## src/rtl/layer_sequencer.sv

```systemverilog
// Layer sequencer: walks each layer through a held reset and a run phase, aborts on
// a per-layer timeout, then scans the final FC layer outputs for the argmax digit.
module layer_sequencer #(
    parameter int NUM_LAYERS     = 3,
    parameter int TIMEOUT_CYCLES = 65535,
    parameter int RST_HOLD       = 2
) (
    input  logic                     clk,
    input  logic                     iRst_n,
    input  logic                     start,
    input  logic [NUM_LAYERS-1:0]    layer_done,
    input  logic [NUM_LAYERS-1:0]    layer_overflow,
    input  logic [NUM_LAYERS*11-1:0] layer_rom_addr,
    input  logic [79:0]              fc_out,
    output logic [NUM_LAYERS-1:0]    layer_ena,
    output logic [NUM_LAYERS-1:0]    layer_rst_n,
    output logic [10:0]              rom_addr,
    output logic                     busy,
    output logic                     result_valid,
    output logic [3:0]               result_digit,
    output logic                     overflow,
    output logic                     timeout_err
);

    localparam int LW   = (NUM_LAYERS > 1) ? $clog2(NUM_LAYERS) : 1;
    localparam int CMAX = (TIMEOUT_CYCLES > RST_HOLD) ? TIMEOUT_CYCLES : RST_HOLD;
    localparam int CW   = $clog2(CMAX + 1);

    localparam logic [CW-1:0] C_RST_LAST = CW'(RST_HOLD - 1);
    localparam logic [CW-1:0] C_TO_LAST  = CW'(TIMEOUT_CYCLES - 1);
    localparam logic [LW-1:0] L_LAST     = LW'(NUM_LAYERS - 1);

    typedef enum logic [2:0] {
        S_IDLE   = 3'd0,
        S_LRST   = 3'd1,
        S_LRUN   = 3'd2,
        S_LNEXT  = 3'd3,
        S_ARGMAX = 3'd4,
        S_DONE   = 3'd5,
        S_ERROR  = 3'd6
    } state_t;

    state_t                r_state;
    logic [LW-1:0]         r_l;
    logic [CW-1:0]         r_c;
    logic [3:0]            r_k;
    logic [6:0]            r_best_val;
    logic [3:0]            r_best_idx;
    logic                  r_overflow;
    logic [3:0]            r_result_digit;
    logic [NUM_LAYERS-1:0] r_layer_ena;
    logic [NUM_LAYERS-1:0] r_layer_rst_n;
    logic                  r_busy;
    logic                  r_result_valid;
    logic                  r_timeout_err;

    state_t                w_state_nxt;
    logic [LW-1:0]         w_l_nxt;
    logic [CW-1:0]         w_c_nxt;
    logic [3:0]            w_k_nxt;
    logic [6:0]            w_best_val_nxt;
    logic [3:0]            w_best_idx_nxt;
    logic                  w_overflow_nxt;
    logic [3:0]            w_digit_nxt;
    logic                  w_done_l;
    logic                  w_ovf_l;
    logic [10:0]           w_rom_sel;
    logic [7:0]            w_entry;
    logic [6:0]            w_cand;
    logic [NUM_LAYERS-1:0] w_sel_nxt;
    logic [NUM_LAYERS-1:0] w_ena_nxt;
    logic [NUM_LAYERS-1:0] w_rst_n_nxt;
    logic                  w_busy_nxt;
    logic                  w_valid_nxt;
    logic                  w_timeout_nxt;

    // Select the active layer's inputs and the current fc_out entry with masked ORs.
    always_comb begin
        w_done_l  = 1'b0;
        w_ovf_l   = 1'b0;
        w_rom_sel = 11'd0;
        w_entry   = 8'd0;
        for (int i = 0; i < NUM_LAYERS; i++) begin
            w_done_l  = w_done_l  | (layer_done[i]     & (r_l == LW'(i)));
            w_ovf_l   = w_ovf_l   | (layer_overflow[i] & (r_l == LW'(i)));
            w_rom_sel = w_rom_sel | (layer_rom_addr[11*i +: 11] & {11{r_l == LW'(i)}});
        end
        for (int i = 0; i < 10; i++) begin
            w_entry = w_entry | (fc_out[8*i +: 8] & {8{r_k == 4'(i)}});
        end
        // Negative entries can never win, so they compete as magnitude zero.
        w_cand   = w_entry[7] ? 7'd0 : w_entry[6:0];
        rom_addr = ((r_state == S_LRST) || (r_state == S_LRUN)) ? w_rom_sel : 11'd0;
    end

    // Next-state logic for the sequencer and the argmax scan.
    always_comb begin
        w_state_nxt    = r_state;
        w_l_nxt        = r_l;
        w_c_nxt        = r_c;
        w_k_nxt        = r_k;
        w_best_val_nxt = r_best_val;
        w_best_idx_nxt = r_best_idx;
        w_overflow_nxt = r_overflow;
        w_digit_nxt    = r_result_digit;
        case (r_state)
            S_IDLE, S_DONE, S_ERROR: begin
                if (start) begin
                    w_state_nxt    = S_LRST;
                    w_l_nxt        = {LW{1'b0}};
                    w_c_nxt        = {CW{1'b0}};
                    w_overflow_nxt = 1'b0;
                end else begin
                    w_state_nxt = r_state;
                end
            end
            S_LRST: begin
                if (r_c == C_RST_LAST) begin
                    w_state_nxt = S_LRUN;
                    w_c_nxt     = {CW{1'b0}};
                end else begin
                    w_c_nxt = r_c + CW'(1);
                end
            end
            S_LRUN: begin
                // Done is checked first so it wins over a coincident timeout.
                if (w_done_l) begin
                    w_overflow_nxt = r_overflow | w_ovf_l;
                    w_state_nxt    = S_LNEXT;
                    w_c_nxt        = {CW{1'b0}};
                end else if (r_c == C_TO_LAST) begin
                    w_state_nxt = S_ERROR;
                end else begin
                    w_c_nxt = r_c + CW'(1);
                end
            end
            S_LNEXT: begin
                if (r_l == L_LAST) begin
                    w_state_nxt    = S_ARGMAX;
                    w_k_nxt        = 4'd0;
                    w_best_val_nxt = 7'd0;
                    w_best_idx_nxt = 4'd0;
                end else begin
                    w_state_nxt = S_LRST;
                    w_l_nxt     = r_l + LW'(1);
                    w_c_nxt     = {CW{1'b0}};
                end
            end
            S_ARGMAX: begin
                if (w_cand > r_best_val) begin
                    w_best_val_nxt = w_cand;
                    w_best_idx_nxt = r_k;
                end else begin
                    w_best_val_nxt = r_best_val;
                end
                if (r_k == 4'd9) begin
                    w_state_nxt = S_DONE;
                    w_k_nxt     = 4'd0;
                    w_digit_nxt = w_best_idx_nxt;
                end else begin
                    w_k_nxt = r_k + 4'd1;
                end
            end
            default: begin
                w_state_nxt = S_IDLE;
            end
        endcase
    end

    // Output values decoded from the next state so the outputs can be registered.
    always_comb begin
        for (int i = 0; i < NUM_LAYERS; i++) begin
            w_sel_nxt[i] = (w_l_nxt == LW'(i));
        end
        w_ena_nxt     = {NUM_LAYERS{1'b0}};
        w_rst_n_nxt   = {NUM_LAYERS{1'b1}};
        w_busy_nxt    = 1'b0;
        w_valid_nxt   = 1'b0;
        w_timeout_nxt = 1'b0;
        case (w_state_nxt)
            S_LRST: begin
                w_ena_nxt   = w_sel_nxt;
                w_rst_n_nxt = ~w_sel_nxt;
                w_busy_nxt  = 1'b1;
            end
            S_LRUN: begin
                w_ena_nxt  = w_sel_nxt;
                w_busy_nxt = 1'b1;
            end
            S_LNEXT, S_ARGMAX: begin
                w_busy_nxt = 1'b1;
            end
            S_DONE: begin
                w_valid_nxt = 1'b1;
            end
            S_ERROR: begin
                w_rst_n_nxt   = {NUM_LAYERS{1'b0}};
                w_timeout_nxt = 1'b1;
            end
            default: begin
                w_busy_nxt = 1'b0;
            end
        endcase
    end

    // State and output registers; layers are held in reset while iRst_n is low.
    always_ff @(posedge clk) begin
        if (!iRst_n) begin
            r_state        <= S_IDLE;
            r_l            <= {LW{1'b0}};
            r_c            <= {CW{1'b0}};
            r_k            <= 4'd0;
            r_best_val     <= 7'd0;
            r_best_idx     <= 4'd0;
            r_overflow     <= 1'b0;
            r_result_digit <= 4'd0;
            r_layer_ena    <= {NUM_LAYERS{1'b0}};
            r_layer_rst_n  <= {NUM_LAYERS{1'b0}};
            r_busy         <= 1'b0;
            r_result_valid <= 1'b0;
            r_timeout_err  <= 1'b0;
        end else begin
            r_state        <= w_state_nxt;
            r_l            <= w_l_nxt;
            r_c            <= w_c_nxt;
            r_k            <= w_k_nxt;
            r_best_val     <= w_best_val_nxt;
            r_best_idx     <= w_best_idx_nxt;
            r_overflow     <= w_overflow_nxt;
            r_result_digit <= w_digit_nxt;
            r_layer_ena    <= w_ena_nxt;
            r_layer_rst_n  <= w_rst_n_nxt;
            r_busy         <= w_busy_nxt;
            r_result_valid <= w_valid_nxt;
            r_timeout_err  <= w_timeout_nxt;
        end
    end

    assign layer_ena    = r_layer_ena;
    assign layer_rst_n  = r_layer_rst_n;
    assign busy         = r_busy;
    assign result_valid = r_result_valid;
    assign result_digit = r_result_digit;
    assign overflow     = r_overflow;
    assign timeout_err  = r_timeout_err;

endmodule

```

## config.mk

```make
export PLATFORM = sky130hd
export DESIGN_NAME = layer_sequencer
export DESIGN_NICKNAME = d
export VERILOG_FILES = /design/src/rtl/layer_sequencer.sv
export SDC_FILE = /design/constraint.sdc
export NUM_CORES = 1
export LEC_CHECK = 0
export BUFFER_PORTS_ARGS = -buffer_cell sky130_fd_sc_hd__buf_2
export CORE_UTILIZATION = 45
export CTS_BUF_LIST = sky130_fd_sc_hd__clkbuf_8
export DETAILED_ROUTE_END_ITERATION = 10
export PLACE_DENSITY_LB_ADDON = 0.3
export SYNTH_ARGS = -nofsm -noshare
export SYNTH_HDL_FRONTEND = slang
export SYNTH_SLANG_ARGS = --single-unit
```

## constraint.sdc

```tcl
create_clock -name clk -period 3.05 [get_ports clk]
set_input_delay 0.61 -clock clk [delete_from_list [all_inputs] [get_ports clk]]
set_output_delay 0.61 -clock clk [all_outputs]
set_load 0.02 [all_outputs]
```

==> run summary, run 1 <==
Overall Global Routing Usage: 25.45%
FF-to-FF path depth: 12
chip height: 92.72 um
Die W: 92.72 um
CTS clk-pin slew, worst paths: 0.09 ns
Clk pwr share: 27.0%
largest family of logic cells by synthesized area: compound AO/OA/AOI/OAI gates
vias in the first global route: 3956
number of diodes: 0
Final nets: 754
CP Class: reg2reg
simple logic cell fraction of the synthesized area: 24.02%
Seq/Total Area, Yosys: 27.03%
Post-Synth XOR/XNOR Area: 2.601%
Sink Count: 50
Req. time, crit path: 3.28 ns
Hold Vio Cnt, Final: 0
crit path buf inv count: 3
synthesized instance count: 459
layout cell share with drive strength beyond 1: 37.26%
vias per cell: 5.857
mux cell area share after synthesis: 8.378%
Leak Pwr: 2.046 nW
post-route setup TNS: 0 ns
Worst Hold End: r_best_val[1]
die footprint: 8597 sq um
# IOs: 147
Setup Skew: 0.004416 ns
worst min-delay path category: reg2reg
RR Startpoint: r_k[1]
first-pass GRT wire length: 18030 um
RSZ-0062 raised after global routing: no
Reg area: 1006 sq um
clock root buffer master: clkbuf_8
hold_sp: r_best_val[1]
CTS tree: built
Seq pwr share: 46.2%
grt total ovfl: 0
crit share post-route: 95.82%
drt wl/cell: 15.19 um
Vias: 4229
Hold Buf Count CTS: 0
crit end category: flop
post-synthesis cell type count: 68
htree depth: 2
largest net degree at the start of global routing: 22
overall power: 1.499 mW
Initial Util: 47.19%
R2R setup slack: 0.13 ns
total number of yosys warnings: 0
antenna violation net count after detailed routing: 0
Final Critical Period: 2.922 ns
switch share: 30.69%
Critical Path Max Stage Delay: 0.38 ns
net switching power: 460.1 uW
I/O Buffers: 146
internal power consumption: 1.039 mW
slew margin rel.: 58.37%
Hold Crit Depth: 1
Iter 0 DRT Violations: 267
# DRC: 0
Multi-input gate area: 2529 sq um
post-synthesis cell area: 3704 sq um
Rows: 32
CP most frequent cell: buf_4
Adder-Cell Fraction of Synth Area: 4.662%
finished layout cell area: 4870 sq um
Worst Path Arrival: 3.15 ns
clock latency on the worst-skew pair: 0.30 ns
Startpoint Class: flop
outcome: finished clean
Pwr Density: 307.8 nW/um^2
Post-synth EDFFs: 0
total iterations of the first detailed-routing run: 5
most common cell after layout, fill and taps aside: buf_2
Worst-Margin Slew: 0.6198 ns
Filler cells: 698
CP max stage cell: dfxtp_2
fin. max-slew vios: 0
worst-path cell chain: buf_4 -> mux2_2 -> a222oi_1 -> a21oi_1 -> buf_4 -> ha_1 -> a21oi_1 -> a21o_1 -> a21oi_2 -> a211oi_2 -> buf_4 -> o2bb2ai_1
VDD IR max: 191.6 uV
Fmax: 342.2 MHz
CTS Buf Count: 5
syn nets: 594
Routed WL: 10970 um
post-synthesis average cell area: 8.069 sq um
area delta synth->final: 31.49%
Max-Cap Viols: 0
post-synthesis async set-or-reset flop share: 0%
Final setup viols: 0
RD Place Congestion: 0.9577
deepest clock path buffer count: 2
antenna violations before repair: 0
Logic pwr share: 26.7%
critical path peak fanout: 9
worst reg2reg endpoint: r_best_val[3]
Layout Utilization: 62.05%
Yosys reg bits: 50
placed instance area: 4730 sq um
Top FF cell, synth: dfxtp_1
top cell family by delay on the critical path: compound AO/OA/AOI/OAI gates
most frequent cells in the layout: 146 x buf_2, 46 x nor2_1, 46 x dfxtp_1
Synth Area in Compound Gates: 27.60%
Detail Placement HPWL: 8410 um
core area: 7848 sq um
[flip-flops by register name (all words and copies together) (netlist names)]
| name | count |
|---|---|
| r_c | 16 |
| r_best_val | 7 |
| r_best_idx | 4 |
| r_k | 4 |
| result_digit | 4 |
| layer_ena | 3 |
| layer_rst_n | 3 |
| r_state | 3 |
| r_l | 2 |
| busy | 1 |
| overflow | 1 |
| result_valid | 1 |
| timeout_err | 1 |
[worst max-delay path by stage]
stage                from  slack (ns)  cells after the start            end
6_report           r_k[1]        0.13                     12  r_best_val[3]
5_1_grt            r_k[1]       0.007                     12  r_best_val[3]
4_1_cts            r_k[0]        0.04                     14  r_best_val[3]
3_5_place_dp   fc_out[47]       -0.07                     13  r_best_val[2]
3_3_place_gp   fc_out[47]       0.001                     13  r_best_val[1]
2_1_floorplan      r_k[0]        0.04                     13  r_best_val[0]
[layout make-up]
type	instances	share of cell area, %
inverter	19	1.465
sequential	50	20.66
tap	102	2.621
timing repair buffer	184	21.38
clock inverter	2	0.2569
clock buffer	6	1.696
multi-input combinational	359	51.93
[power groups by stage]
stage	combinational, mW	sequential, mW	clock (mW)
after floorplan	0.227	0.702	0
after global placement	0.381	0.707	0
after detailed placement	0.388	0.709	0
after CTS	0.392	0.693	0.410
after global routing	0.440	0.698	0.439
final	0.401	0.693	0.405
[cells by family after synthesis]
group / Yosys count
DFF: 50
and+or+nand+nor: 163
buffers and inverters: 50
adders and majority gates: 14
xor gates and xnor gates: 11
AOI/OAI and AO/OA: 145
muxes: 26
[metal layers]
metal  vias to the layer above  global-route usage (%)  share of wire (%)
li1                       2057                       -                  -
met1                      1962                   33.78                 44
met2                       187                   42.78                 48
met3                        23                   3.366                5.9
met4                         0                   7.692                1.7
met5                         -                       0                  0
[per-stage QoR]
step	hold WS, ns	worst slack (ns)	std cells
finish	0.4902	0.1276	722
global route	0.5104	0.006829	722
CTS	0.4827	0.03539	721
detailed placement	0.4621	-0.06557	713
global placement	0.4489	0.001114	713
floorplan	0.4323	0.04345	459
[synthesized netlist by cell type (3+ instances only)]
| master | instances | share of area (%) |
|---|---|---|
| xnor2_1 | 8 | 1.9 |
| nand4_1 | 5 | 0.84 |
| o21ai_0 | 23 | 3.1 |
| inv_1 | 18 | 1.8 |
| a222oi_1 | 15 | 4.1 |
| and4_1 | 4 | 0.95 |
| a22oi_1 | 7 | 1.4 |
| ha_1 | 13 | 4.4 |
| a211oi_1 | 11 | 2.2 |
| nand4b_1 | 3 | 0.71 |
| nor2_1 | 47 | 4.8 |
| nand2b_1 | 10 | 1.7 |
| a22o_1 | 6 | 1.4 |
| or3_1 | 7 | 1.2 |
| nor3_1 | 4 | 0.54 |
| nor2b_1 | 7 | 1.2 |
| nand3_1 | 19 | 2.6 |
| dfxtp_1 | 50 | 27 |
| o22ai_1 | 4 | 0.68 |
| clkbuf_1 | 12 | 1.2 |
| mux2i_1 | 13 | 3.5 |
| and3_1 | 6 | 1.0 |
| nand3b_1 | 5 | 1.0 |
| nand2_1 | 24 | 2.4 |
| o2bb2ai_1 | 3 | 0.71 |
| buf_1 | 5 | 0.51 |
| o211ai_1 | 3 | 0.61 |
| a31oi_1 | 10 | 1.7 |
| xor2_1 | 3 | 0.71 |
| buf_2 | 13 | 1.8 |
| mux2_2 | 10 | 3.0 |
| a211o_1 | 3 | 0.71 |
| mux4_2 | 3 | 1.8 |
| nor3b_1 | 4 | 0.81 |
| or2_2 | 3 | 0.51 |
| a21oi_1 | 33 | 4.5 |
| a21o_1 | 4 | 0.81 |
[repair_timing]
action / CTS / global route
buffers inserted: 0 / 1
setup endpoints to repair: 0 / 15
gates resized for setup: 0 / 11
Power figures use the tool's default switching activity.
==> inputs of run 2 (changes only) <==
==> constraint.sdc (replaced) <==
create_clock -name clk -period 3.37 [get_ports clk]
set_input_delay 0.674 -clock clk [delete_from_list [all_inputs] [get_ports clk]]
set_output_delay 0.674 -clock clk [all_outputs]
set_load 0.02 [all_outputs]
==> run summary, run 2 (synthesis gave the netlist of run 1 again) <==
Final Critical Period: 3.075 ns (was 2.922 ns)
Placement Setup Slack: 0.1703 ns (was -0.06557 ns)
Overall Global Routing Usage: 25.13% (was 25.45%)
outcome: finished clean (unchanged)
Rows: 32 (unchanged)
Final nets: 734 (was 754)
antenna violations before repair: 0 (unchanged)
CTS Buf Count: 5 (unchanged)
deepest clock path buffer count: 2 (unchanged)
RD Place Congestion: 0.9422 (was 0.9577)
number of diodes: 0 (unchanged)
fin. max-slew vios: 0 (unchanged)
Critical Path Max Stage Delay: 0.36 ns (was 0.38 ns)
met1 Use GR: 33.72% (was 33.78%)
GR Util met2: 41.42% (was 42.78%)
post-CTS sizing: 0 (unchanged)
busiest grt layer: met2 (unchanged)
top cell family by delay on the critical path: compound AO/OA/AOI/OAI gates (unchanged)
Worst Path Arrival: 3.32 ns (was 3.15 ns)
htree depth: 2 (unchanged)
core area: 7848 sq um (unchanged)
Multi-input gate area: 2491 sq um (was 2529 sq um)
Detail Placement HPWL: 8240 um (was 8410 um)
CTS tree: built (unchanged)
grt total ovfl: 0 (unchanged)
Routed WL: 10820 um (was 10970 um)
Top reg by flops: r_c (unchanged)
VDD IR max: 269.8 uV (was 191.6 uV)
largest net degree at the start of global routing: 28 (was 22)
first-pass GRT wire length: 17840 um (was 18030 um)
Iter 0 DRT Violations: 267 (unchanged)
worst-path cell chain: buf_4 -> nor2b_1 -> a22oi_1 -> or3_1 -> a31oi_1 -> ha_1 -> a211o_1 -> a21oi_1 -> a21oi_1 -> a211oi_1 -> buf_4 -> a22o_1 (was buf_4 -> mux2_2 -> a222oi_1 -> a21oi_1 -> buf_4 -> ha_1 -> a21oi_1 -> a21o_1 -> a21oi_2 -> a211oi_2 -> buf_4 -> o2bb2ai_1)
layout cell share with drive strength beyond 1: 33.17% (was 37.26%)
# IOs: 147 (unchanged)
Largest regs: r_c: 16 flops, r_best_val: 7 flops (unchanged)
Req. time, crit path: 3.61 ns (was 3.28 ns)
I/O Buffers: 146 (unchanged)
chip height: 92.72 um (unchanged)
Layout Cells excl Fill: 702 (was 722)
RSZ-0062 raised after global routing: no (unchanged)
CP max stage cell: dfxtp_1 (was dfxtp_2)
# DRC: 0 (unchanged)
post-route setup TNS: 0 ns (unchanged)
Pwr Density: 290.2 nW/um^2 (was 307.8 nW/um^2)
Vias: 4088 (was 4229)
Die W: 92.72 um (unchanged)
crit end category: flop (unchanged)
Hold Buf Count CTS: 0 (unchanged)
CTS clk-pin slew, worst paths: 0.09 ns (about the same)
Layout Utilization: 59.57% (was 62.05%)
Reg area: 1001 sq um (was 1006 sq um)
Fmax: 325.2 MHz (was 342.2 MHz)
antenna violation net count after detailed routing: 0 (unchanged)
overall power: 1.357 mW (was 1.499 mW)
critical path peak fanout: 16 (was 9)
area delta synth->final: 26.22% (was 31.49%)
R2R setup slack: 0.29 ns (was 0.13 ns)
worst min-delay path category: reg2reg (unchanged)
Worst Slack Setup Final: 0.2948 ns (was 0.1276 ns)
die footprint: 8597 sq um (unchanged)
Initial Util: 47.19% (unchanged)
Final setup viols: 0 (unchanged)
Max-Cap Viols: 0 (unchanged)
clock root buffer master: clkbuf_8 (unchanged)
Worst-Margin Slew: 0.7431 ns (was 0.6198 ns)
max reg flops: 16 (unchanged)
vias per cell: 5.823 (was 5.857)
met3 Use GR: 4.187% (was 3.366%)
drt wl/cell: 15.42 um (was 15.19 um)
crit path buf inv count: 2 (was 3)
vias in the first global route: 3890 (was 3956)
# Post-CTS Setup Buffers: 0 (unchanged)
Filler cells: 762 (was 698)
Startpoint Class: flop (unchanged)
Leak Pwr: 1.944 nW (was 2.046 nW)
Hold Vio Cnt, Final: 0 (unchanged)
CP Class: reg2reg (unchanged)
slew margin rel.: 50.39% (was 58.37%)
most frequent cells in the layout: 146 x buf_2, 50 x dfxtp_1, 47 x nor2_1 (was 146 x buf_2, 46 x nor2_1, 46 x dfxtp_1)
Sink Count: 50 (unchanged)
clock latency on the worst-skew pair: 0.30 ns (about the same)
Setup Skew: 0.007906 ns (was 0.004416 ns)
dpl cells: 694 (was 713)
total iterations of the first detailed-routing run: 8 (was 5)
crit share post-route: 91.25% (was 95.82%)
most common cell after layout, fill and taps aside: buf_2 (unchanged)
run 2: report_power, final:
| part | leakage (nW) | internal (mW) | switching, mW |
|---|---|---|---|
| clock network | 0.0544 | 0.189 | 0.204 |
| registers | 0.405 | 0.605 | 0.0229 |
| logic | 1.48 | 0.152 | 0.185 |
run 2: final timing paths:
kind | start | endpoint | cells past startpoint
max | r_k[2] | r_best_val[5] | 12
min | r_best_val[3] | r_best_val[3] | 1
max reg2reg | r_k[2] | r_best_val[5] | 12
min reg2reg | r_best_val[3] | r_best_val[3] | 1
run 2: metal layers:
layer	wire [um]	up-vias
met5	0	-
met4	143	0
met3	607	18
met2	5203	144
met1	4866	1905
li1	-	2021
run 2: final cells by class:
| cell class | instances | area share (%) |
|---|---|---|
| Timing Repair Buffer | 164 | 18.79 |
| Multi-Input combinational cell | 359 | 53.29 |
| Clock buffer | 7 | 2.061 |
| Clock inverter | 1 | 0.1874 |
| Sequential cell | 50 | 21.41 |
| Tap cell | 102 | 2.730 |
| Inverter | 19 | 1.526 |
run 2: metrics by stage:
step,hold WS (ns),area (sq um)
after detailed placement,0.4540,4569
after floorplan,0.4323,3704
after CTS,0.4822,4674
final,0.4870,4674
after global placement,0.4437,4569
after global routing,0.5040,4674
==> inputs of run 3 (changes only) <==
==> constraint.sdc (replaced) <==
create_clock -name clk -period 3.3 [get_ports clk]
set_input_delay 0.66 -clock clk [delete_from_list [all_inputs] [get_ports clk]]
set_output_delay 0.66 -clock clk [all_outputs]
set_load 0.02 [all_outputs]
==> run summary, run 3 (synthesis gave the netlist of run 1 again) <==
htree depth: 2 (unchanged)
Detail Placement HPWL: 8367 um (was 8240 um)
Hold Vio Cnt, Final: 0 (unchanged)
Rows: 32 (unchanged)
Final Critical Period: 3.108 ns (was 3.075 ns)
Leak Pwr: 1.952 nW (was 1.944 nW)
die footprint: 8597 sq um (unchanged)
Die W: 92.72 um (unchanged)
Max-Cap Viols: 0 (unchanged)
Final nets: 737 (was 734)
Worst Path Arrival: 3.39 ns (was 3.32 ns)
most frequent cells in the layout: 146 x buf_2, 49 x dfxtp_1, 47 x nor2_1 (was 146 x buf_2, 50 x dfxtp_1, 47 x nor2_1)
Routed WL: 11090 um (was 10820 um)
max reg flops: 16 (unchanged)
antenna violations before repair: 0 (unchanged)
hold_sp: r_best_val[1] (was r_best_val[3])
drt wl/cell: 15.72 um (was 15.42 um)
Initial Util: 47.19% (unchanged)
placed instance area: 4572 sq um (was 4569 sq um)
Placement Setup Slack: 0.03735 ns (was 0.1703 ns)
fin. max-slew vios: 0 (unchanged)
clock root buffer master: clkbuf_8 (unchanged)
worst min-delay path category: reg2reg (unchanged)
VDD IR max: 187.7 uV (was 269.8 uV)
chip height: 92.72 um (unchanged)
Iter 0 DRT Violations: 289 (was 267)
largest net degree at the start of global routing: 22 (was 28)
Pwr Density: 293.8 nW/um^2 (was 290.2 nW/um^2)
most common cell after layout, fill and taps aside: buf_2 (unchanged)
post-route setup TNS: 0 ns (unchanged)
first-pass GRT wire length: 18170 um (was 17840 um)
grt total ovfl: 0 (unchanged)
Req. time, crit path: 3.58 ns (was 3.61 ns)
Startpoint Class: flop (unchanged)
total iterations of the first detailed-routing run: 6 (was 8)
CTS Buf Count: 5 (unchanged)
# DRC: 0 (unchanged)
clock latency on the worst-skew pair: 0.33 ns (was 0.30 ns)
Hold Buf Count CTS: 0 (unchanged)
Worst-Margin Slew: 0.6416 ns (was 0.7431 ns)
vias per cell: 5.935 (was 5.823)
slew margin rel.: 56.91% (was 50.39%)
CTS clk-pin slew, worst paths: 0.11 ns (was 0.09 ns)
Vias: 4184 (was 4088)
critical path peak fanout: 7 (was 16)
Filler cells: 760 (was 762)
area delta synth->final: 26.59% (was 26.22%)
CP Class: reg2reg (unchanged)
RR Startpoint: r_k[2] (unchanged)
crit share post-route: 94.19% (was 91.25%)
CP startpoint: r_k[2] (unchanged)
Overall Global Routing Usage: 25.89% (was 25.13%)
core area: 7848 sq um (unchanged)
I/O Buffers: 146 (unchanged)
deepest clock path buffer count: 2 (unchanged)
Largest regs: r_c: 16 flops, r_best_val: 7 flops (unchanged)
Final setup viols: 0 (unchanged)
RD Place Congestion: 0.9143 (was 0.9422)
vias in the first global route: 3992 (was 3890)
layout cell share with drive strength beyond 1: 34.00% (was 33.17%)
CTS tree: built (unchanged)
Fmax: 321.7 MHz (was 325.2 MHz)
Sink Count: 50 (unchanged)
Top reg by flops: r_c (unchanged)
hold slack: 0.4832 ns (was 0.4870 ns)
Worst Slack Setup Final: 0.1917 ns (was 0.2948 ns)
outcome: finished clean (unchanged)
crit end category: flop (unchanged)
finished layout cell area: 4688 sq um (was 4674 sq um)
Setup Skew: 0.01507 ns (was 0.007906 ns)
# IOs: 147 (unchanged)
number of diodes: 0 (unchanged)
antenna violation net count after detailed routing: 0 (unchanged)
RSZ-0062 raised after global routing: no (unchanged)
[run 3: where the power goes]
part,total (mW),leakage [nW],switching (mW),internal (mW)
Combinational,0.348,1.50,0.191,0.157
Clock,0.388,0.0491,0.231,0.156
Sequential,0.642,0.405,0.0242,0.618
Total,1.38,1.95,0.446,0.931
[run 3: final timing paths]
kind	cells after the start	slack, ns	endpoint
min	1	0.48	r_best_val[1]
max reg2reg	11	0.19	r_best_val[6]
max	11	0.19	r_best_val[6]
min reg2reg	1	0.48	r_best_val[1]
[run 3: metrics by stage]
stage / power (mW) / instances / util, %
5_1_grt: 1.448 / 705 / 59.74
6_report: 1.378 / 705 / 59.74
3_3_place_gp: 0.9866 / 696 / 58.26
4_1_cts: 1.379 / 704 / 59.47
2_1_floorplan: 0.8574 / 459 / -
3_5_place_dp: 0.9967 / 696 / 58.26
[run 3: area by class of cell]
class / instances / area [sq um] / share of cell area (%)
Clock buffer: 5 / 68.82 / 1.468
Clock inverter: 3 / 26.28 / 0.5604
Inverter: 19 / 71.32 / 1.521
Multi-Input combinational cell: 359 / 2500 / 53.32
Sequential cell: 50 / 1002 / 21.38
Tap cell: 102 / 127.6 / 2.722
Timing Repair Buffer: 167 / 892.1 / 19.03
[run 3: layer usage]
| metal | vias to the layer above | track usage [%] | wire, um |
|---|---|---|---|
| li1 | 2023 | - | - |
| met1 | 1983 | 34.86 | 4992 |
| met2 | 153 | 42.10 | 5265 |
| met3 | 25 | 4.187 | 602 |
| met4 | 0 | 8.462 | 225 |
| met5 | - | 0 | 0 |
[run 3: critical path, stage by stage (launching register included)]
cell and delay [ns]:
dfxtp_1 0.38, nor2b_1 0.46, a22oi_1 0.17, or3_1 0.37, a31oi_2 0.22, ha_1 0.28, a211o_1 0.26, a21oi_1 0.20
a21oi_1 0.12, a211oi_1 0.28, buf_4 0.21, a22o_1 0.12
[run 3: timing repair]
item                                   in CTS  in global routing
endpoints found under the hold margin       0                  0
setup buffers                               0                  1
gates resized for setup                     0                  4
setup endpoints to repair                   0                 11
